[src/rtl/window_pkg.sv]
// rtl/window_pkg.sv - shared defaults, counter width helper and window index helper
package window_pkg;

  localparam int DEF_K      = 11;
  localparam int DEF_DATA_W = 8;
  localparam int DEF_COLS   = 640;
  localparam int DEF_ROWS   = 480;

  typedef struct packed {
    logic win_ready;
    logic line_end;
    logic frame_end;
  } pos_flags_t;

  function automatic int cnt_w_for(input int cols, input int rows);
    int m;
    m = (cols > rows) ? cols : rows;
    return $clog2(m + 1);
  endfunction

  // LSB of pixel(r,c) inside the packed window bus
  function automatic int pix_lsb(input int r, input int c, input int k, input int dw);
    return ((r * k) + c) * dw;
  endfunction

endpackage

[src/rtl/window_pos_counter.sv]
// rtl/window_pos_counter.sv - column/row position of the stage-2 beat with line/frame detect
module window_pos_counter
  import window_pkg::*;
#(
  parameter int K     = DEF_K,
  parameter int COLS  = DEF_COLS,
  parameter int ROWS  = DEF_ROWS,
  parameter int CNT_W = cnt_w_for(COLS, ROWS)
) (
  input  logic             clk,
  input  logic             rst,
  input  logic             sof,
  input  logic             beat,
  output logic [CNT_W-1:0] col_cnt,
  output logic [CNT_W-1:0] row_cnt,
  output pos_flags_t       flags
);

  localparam logic [CNT_W-1:0] COL_LAST  = CNT_W'(COLS - 1);
  localparam logic [CNT_W-1:0] ROW_LAST  = CNT_W'(ROWS - K);
  localparam logic [CNT_W-1:0] COL_FIRST = CNT_W'(K - 1);

  logic col_wrap;
  logic row_wrap;

  assign col_wrap = (col_cnt == COL_LAST);
  assign row_wrap = (row_cnt == ROW_LAST);

  always_ff @(posedge clk or negedge rst) begin
    if (!rst) begin
      col_cnt <= '0;
      row_cnt <= '0;
    end else if (sof) begin
      col_cnt <= '0;
      row_cnt <= '0;
    end else if (beat) begin
      if (col_wrap) begin
        col_cnt <= '0;
        row_cnt <= row_wrap ? '0 : row_cnt + 1'b1;
      end else begin
        col_cnt <= col_cnt + 1'b1;
      end
    end
  end

  // Flags describe the beat currently at stage 2, i.e. the current count values
  always_comb begin
    flags           = '0;
    flags.win_ready = (col_cnt >= COL_FIRST);
    flags.line_end  = col_wrap;
    flags.frame_end = col_wrap && row_wrap;
  end

endmodule

[src/rtl/window_buffer_kxk.sv]
// rtl/window_buffer_kxk.sv - KxK sliding window generator with position and line/frame markers
module window_buffer_kxk
  import window_pkg::*;
#(
  parameter int K      = DEF_K,
  parameter int DATA_W = DEF_DATA_W,
  parameter int COLS   = DEF_COLS,
  parameter int ROWS   = DEF_ROWS,
  parameter int CNT_W  = cnt_w_for(COLS, ROWS)
) (
  input  logic                  clk,
  input  logic                  rst,
  input  logic                  sof_i,
  input  logic                  valid_i,
  input  logic [K*DATA_W-1:0]   col_i,
  output logic [K*K*DATA_W-1:0] win_o,
  output logic                  win_valid_o,
  output logic [CNT_W-1:0]      col_o,
  output logic [CNT_W-1:0]      row_o,
  output logic                  line_done_o,
  output logic                  frame_done_o
);

  logic [K*DATA_W-1:0] tap_q;
  logic                vld_q;
  logic                beat;
  logic                emit;
  logic [CNT_W-1:0]    col_cnt;
  logic [CNT_W-1:0]    row_cnt;
  pos_flags_t          flags;

  always_ff @(posedge clk or negedge rst) begin
    if (!rst) begin
      tap_q <= '0;
      vld_q <= 1'b0;
    end else begin
      tap_q <= col_i;
      vld_q <= valid_i;
    end
  end

  // sof drops the beat already in stage 2 so it cannot land in the new frame
  assign beat = vld_q & ~sof_i;
  assign emit = beat & flags.win_ready;

  window_pos_counter #(
    .K     (K),
    .COLS  (COLS),
    .ROWS  (ROWS),
    .CNT_W (CNT_W)
  ) u_pos (
    .clk     (clk),
    .rst     (rst),
    .sof     (sof_i),
    .beat    (beat),
    .col_cnt (col_cnt),
    .row_cnt (row_cnt),
    .flags   (flags)
  );

  for (genvar r = 0; r < K; r++) begin : g_row
    logic [K*DATA_W-1:0] row_q;

    always_ff @(posedge clk or negedge rst) begin
      if (!rst) begin
        row_q <= '0;
      end else if (beat) begin
        row_q <= {tap_q[r*DATA_W +: DATA_W], row_q[K*DATA_W-1:DATA_W]};
      end
    end

    assign win_o[pix_lsb(r, 0, K, DATA_W) +: K*DATA_W] = row_q;
  end

  always_ff @(posedge clk or negedge rst) begin
    if (!rst) begin
      win_valid_o  <= 1'b0;
      line_done_o  <= 1'b0;
      frame_done_o <= 1'b0;
      col_o        <= '0;
      row_o        <= '0;
    end else begin
      win_valid_o  <= emit;
      line_done_o  <= emit & flags.line_end;
      frame_done_o <= emit & flags.frame_end;
      if (emit) begin
        col_o <= col_cnt;
        row_o <= row_cnt;
      end
    end
  end

endmodule

[config.mk]
export PLATFORM = sky130hd
export DESIGN_NAME = window_buffer_kxk
export DESIGN_NICKNAME = d
export VERILOG_FILES = /design/src/rtl/window_pkg.sv /design/src/rtl/window_pos_counter.sv /design/src/rtl/window_buffer_kxk.sv
export SDC_FILE = /design/constraint.sdc
export NUM_CORES = 2
export LEC_CHECK = 0
export ABC_CLOCK_PERIOD_IN_PS = 3250
export CORE_AREA = 2 2 417 419
export CTS_BUF_LIST = sky130_fd_sc_hd__clkbuf_16
export CTS_CLUSTER_DIAMETER = 40
export DETAILED_ROUTE_END_ITERATION = 10
export DIE_AREA = 0 0 419 421
export PLACE_DENSITY = 0.5
export SYNTH_ARGS = -nofsm -noshare
export SYNTH_HDL_FRONTEND = slang
export SYNTH_SLANG_ARGS = --single-unit
export TNS_END_PERCENT = 5
[constraint.sdc]
create_clock -name clk -period 3.25 [get_ports clk]
set_clock_uncertainty 0.1 [all_clocks]
set_input_delay 0.4875 -clock clk [delete_from_list [all_inputs] [get_ports clk]]
set_output_delay 0.4875 -clock clk [all_outputs]
set_load 0.1 [all_outputs]
==> results.md <==
* Run status: complete, no violations
* Drt via density at 4.11
* Cell Area, Synth at 40100 µm²
* Starting Density at 0.232
* Nets@finish at 3704
* Placed wire-length estimate at 108000 µm
* Routed len/inst at 23.1 µm
* Setup TNS at 0 ps
* Die width at 419 µm
* First-pass GRT wire length at 199000 µm
* Critical path arrival at 2050 ps
* Top FF cell, synth: dfrtp_1
* Clock tree sinks at 1100
* Synth Area in Simple Gates at 0.00818
* Area leader, netlist: dfrtp_1
* Hold crit path type: input pin to flip-flop
* Synth top cells by count: dfrtp_1, mux2_2, mux2_1
* Clk slew on worst S/H paths at 60 ps
* Final Hold Vio Count at 0
* Crit path max fanout at 3
* CP max stage cell: dfrtp_1
* Ys Warns at 0
* Share of cells above drive strength 1 at 0.588
* DRT Pass-1 Iters at 4
* Cell row count at 153
* Xor/xnor cell area share of the yosys netlist at 0.00153
* Max Cap Violations at 0
* CP peak stage delay at 800 ps
* Most frequent cell after synthesis: dfrtp_1
* Worst Path Buf+Inv at 1
* Sequential cell area fraction in the yosys report at 0.687
* Final min period at 2640 ps
* Worst EP required at 2660 ps
* DRT iter0 DRCs at 1105
* CP cell instances: buf_4
* Antenna violations before repair at 13
* Pin count of the biggest net entering global routing at 106
* Synth Area in Compound Gates at 0.00540
* Worst Setup SP: g_row[10].row_q[19]
* Synth unique cells at 41
* Post-synthesis cell count at 2305
* EDFF count, synth at 0
* PortBufs at 1082
* Hold Worst Slack at 91.3 ps
* Yosys reg bits at 1100
* Io pins at 1083
* Detailed Route WL at 141000 µm
* Crit path kind: flip-flop to output pin
* Routed Antenna Nets at 0
* Core area at 172000 µm²
* Die Height at 421 µm
* CTS root buf: clkbuf_16
* Startpoint type of the worst setup path: flip-flop
* Synth-to-Final Area Change at 47.1%
* Synth Area in Adders at 0.00125
* Vias in the first global route at 26100
* Final setup viols at 0
* Max Transition Viols Final at 0
* Total gr overflow at 0
* Slew headroom at 0.514
* Hold_sp: col_i[14]
* Via count at 25100
* Mux contribution to synthesized area at 0.278
* RSZ-0062 raised after global routing: no
* CTS tree: yes
* Kind of cell adding the most delay to the critical path: flip-flops
* Crit path capture type: output pin
* H-tree depth at 4
* Max clock buf depth at 3
* Gr usage total at 0.157
* Drc violations at 0
* FFs w/ async S/R, synth at 1.00
* Reg2reg start: u_pos.col_cnt[0]
* Mapped Nets at 2401
* Die ar. at 176000 µm²
* Post-layout util at 0.342
* GPL Wtd Cong at 0.869
* F_max at 0.379 GHz
* CTS buffer count at 190
* Fill cells at 16900
* Post-synth top area share at 0.687
* Final period utilization at 0.811
* Largest family of logic cells by synthesized area: multiplexers
* Worst-skew pair later-pin latency at 820 ps
* Synth top area cells: dfrtp_1, mux2_2, mux2_1, buf_4, buf_2
* Worst-margin pin slew at 729 ps
* Post_cts resized at 0
* Syn avg cell area at 17.4 µm²
## logic make-up (layout without fill, tap and decap cells)
family                     count (synthesis)  in the layout
DFF                                     1100           1100
muxes                                    988            988
buffers and inverters                    120           1585
and+or+nand+nor                           58             58
AOI/OAI and AO/OA                         28             28
xor gates and xnor gates                   7              7
adders and majority gates                  4              4
other                                      0              9
## cell type report
| cell class | instances | area [µm²] | share of cell area |
|---|---|---|---|
| clock buffers | 194 | 4850 | 0.0823 |
| flip-flops and latches | 1100 | 27500 | 0.467 |
| inverters | 6 | 22.5 | 0.000382 |
| multi-input cells | 1085 | 11800 | 0.200 |
| well taps | 2325 | 2910 | 0.0493 |
| clock inverters | 160 | 1890 | 0.0320 |
| repair buffers | 1225 | 9930 | 0.169 |
| diodes | 9 | 22.5 | 0.000382 |
## stage by stage
step | worst slack, ps | instance area (µm²) | std cells
2_1_floorplan | 1500 | 40100 | 2305
3_3_place_gp | 722 | 51400 | 5659
3_5_place_dp | 701 | 51400 | 5659
4_1_cts | 468 | 58900 | 6095
5_1_grt | 521 | 58900 | 6095
6_report | 614 | 59000 | 6104
## flip-flops by register name (all words and copies together) (netlist names)
name,flops
g_row.row_q,968
vld_q,1
row_o,10
win_valid_o,1
u_pos.col_cnt,10
frame_done_o,1
tap_q,88
line_done_o,1
u_pos.row_cnt,10
col_o,10
## path summary, 6_finish.rpt
path | end | slack [ps] | cells past startpoint
setup reg to reg | col_o[5] | 1010 | 6
hold reg to reg | g_row[9].row_q[82] | 350 | 1
setup / recovery | win_o[899] | 610 | 1
min in group asynchronous | g_row[0].row_q[39] | 150 | 2
max in group asynchronous | g_row[2].row_q[13] | 1760 | 3
hold / removal | tap_q[14] | 90 | 1
## layout by cell type, fill, tap and decap left out, drive strengths merged, types with 4 or more instances in the layout
cell type | Yosys | final
dfrtp | 1100 | 1100
buf | 112 | 1053
mux2 | 988 | 988
clkbuf | 2 | 194
clkdlybuf4s50 | 0 | 90
dlygate4sd3 | 0 | 82
clkinv | 0 | 60
inv | 6 | 58
bufinv | 0 | 33
clkinvlp | 0 | 15
nor2 | 14 | 14
diode | 0 | 9
nand2 | 8 | 8
nand3 | 7 | 7
nand4 | 5 | 5
xor2 | 5 | 5
nand2b | 5 | 5
and3 | 4 | 4
a22o | 4 | 4
a21oi | 4 | 4
o21ai | 4 | 4
o31ai | 4 | 4
ha | 4 | 4
## routing by layer
layer,wire length (µm),up-vias,share of wire,GRT usage
met1,56800,13300,0.40,0.189
met3,8060,240,0.057,0.0440
met5,11,-,0.000078,0
li1,-,10900,-,-
met2,71300,666,0.51,0.267
met4,4520,2,0.032,0.0557
## what timing repair did
action	CTS	global route
endpoints found under the setup margin	0	0
hold buffers	82	0
buffers inserted	0	0
endpoints found under the hold margin	121	0
Power is not shown: default switching activity piles up to over one toggle a cycle in this logic, so the estimate is an artifact.
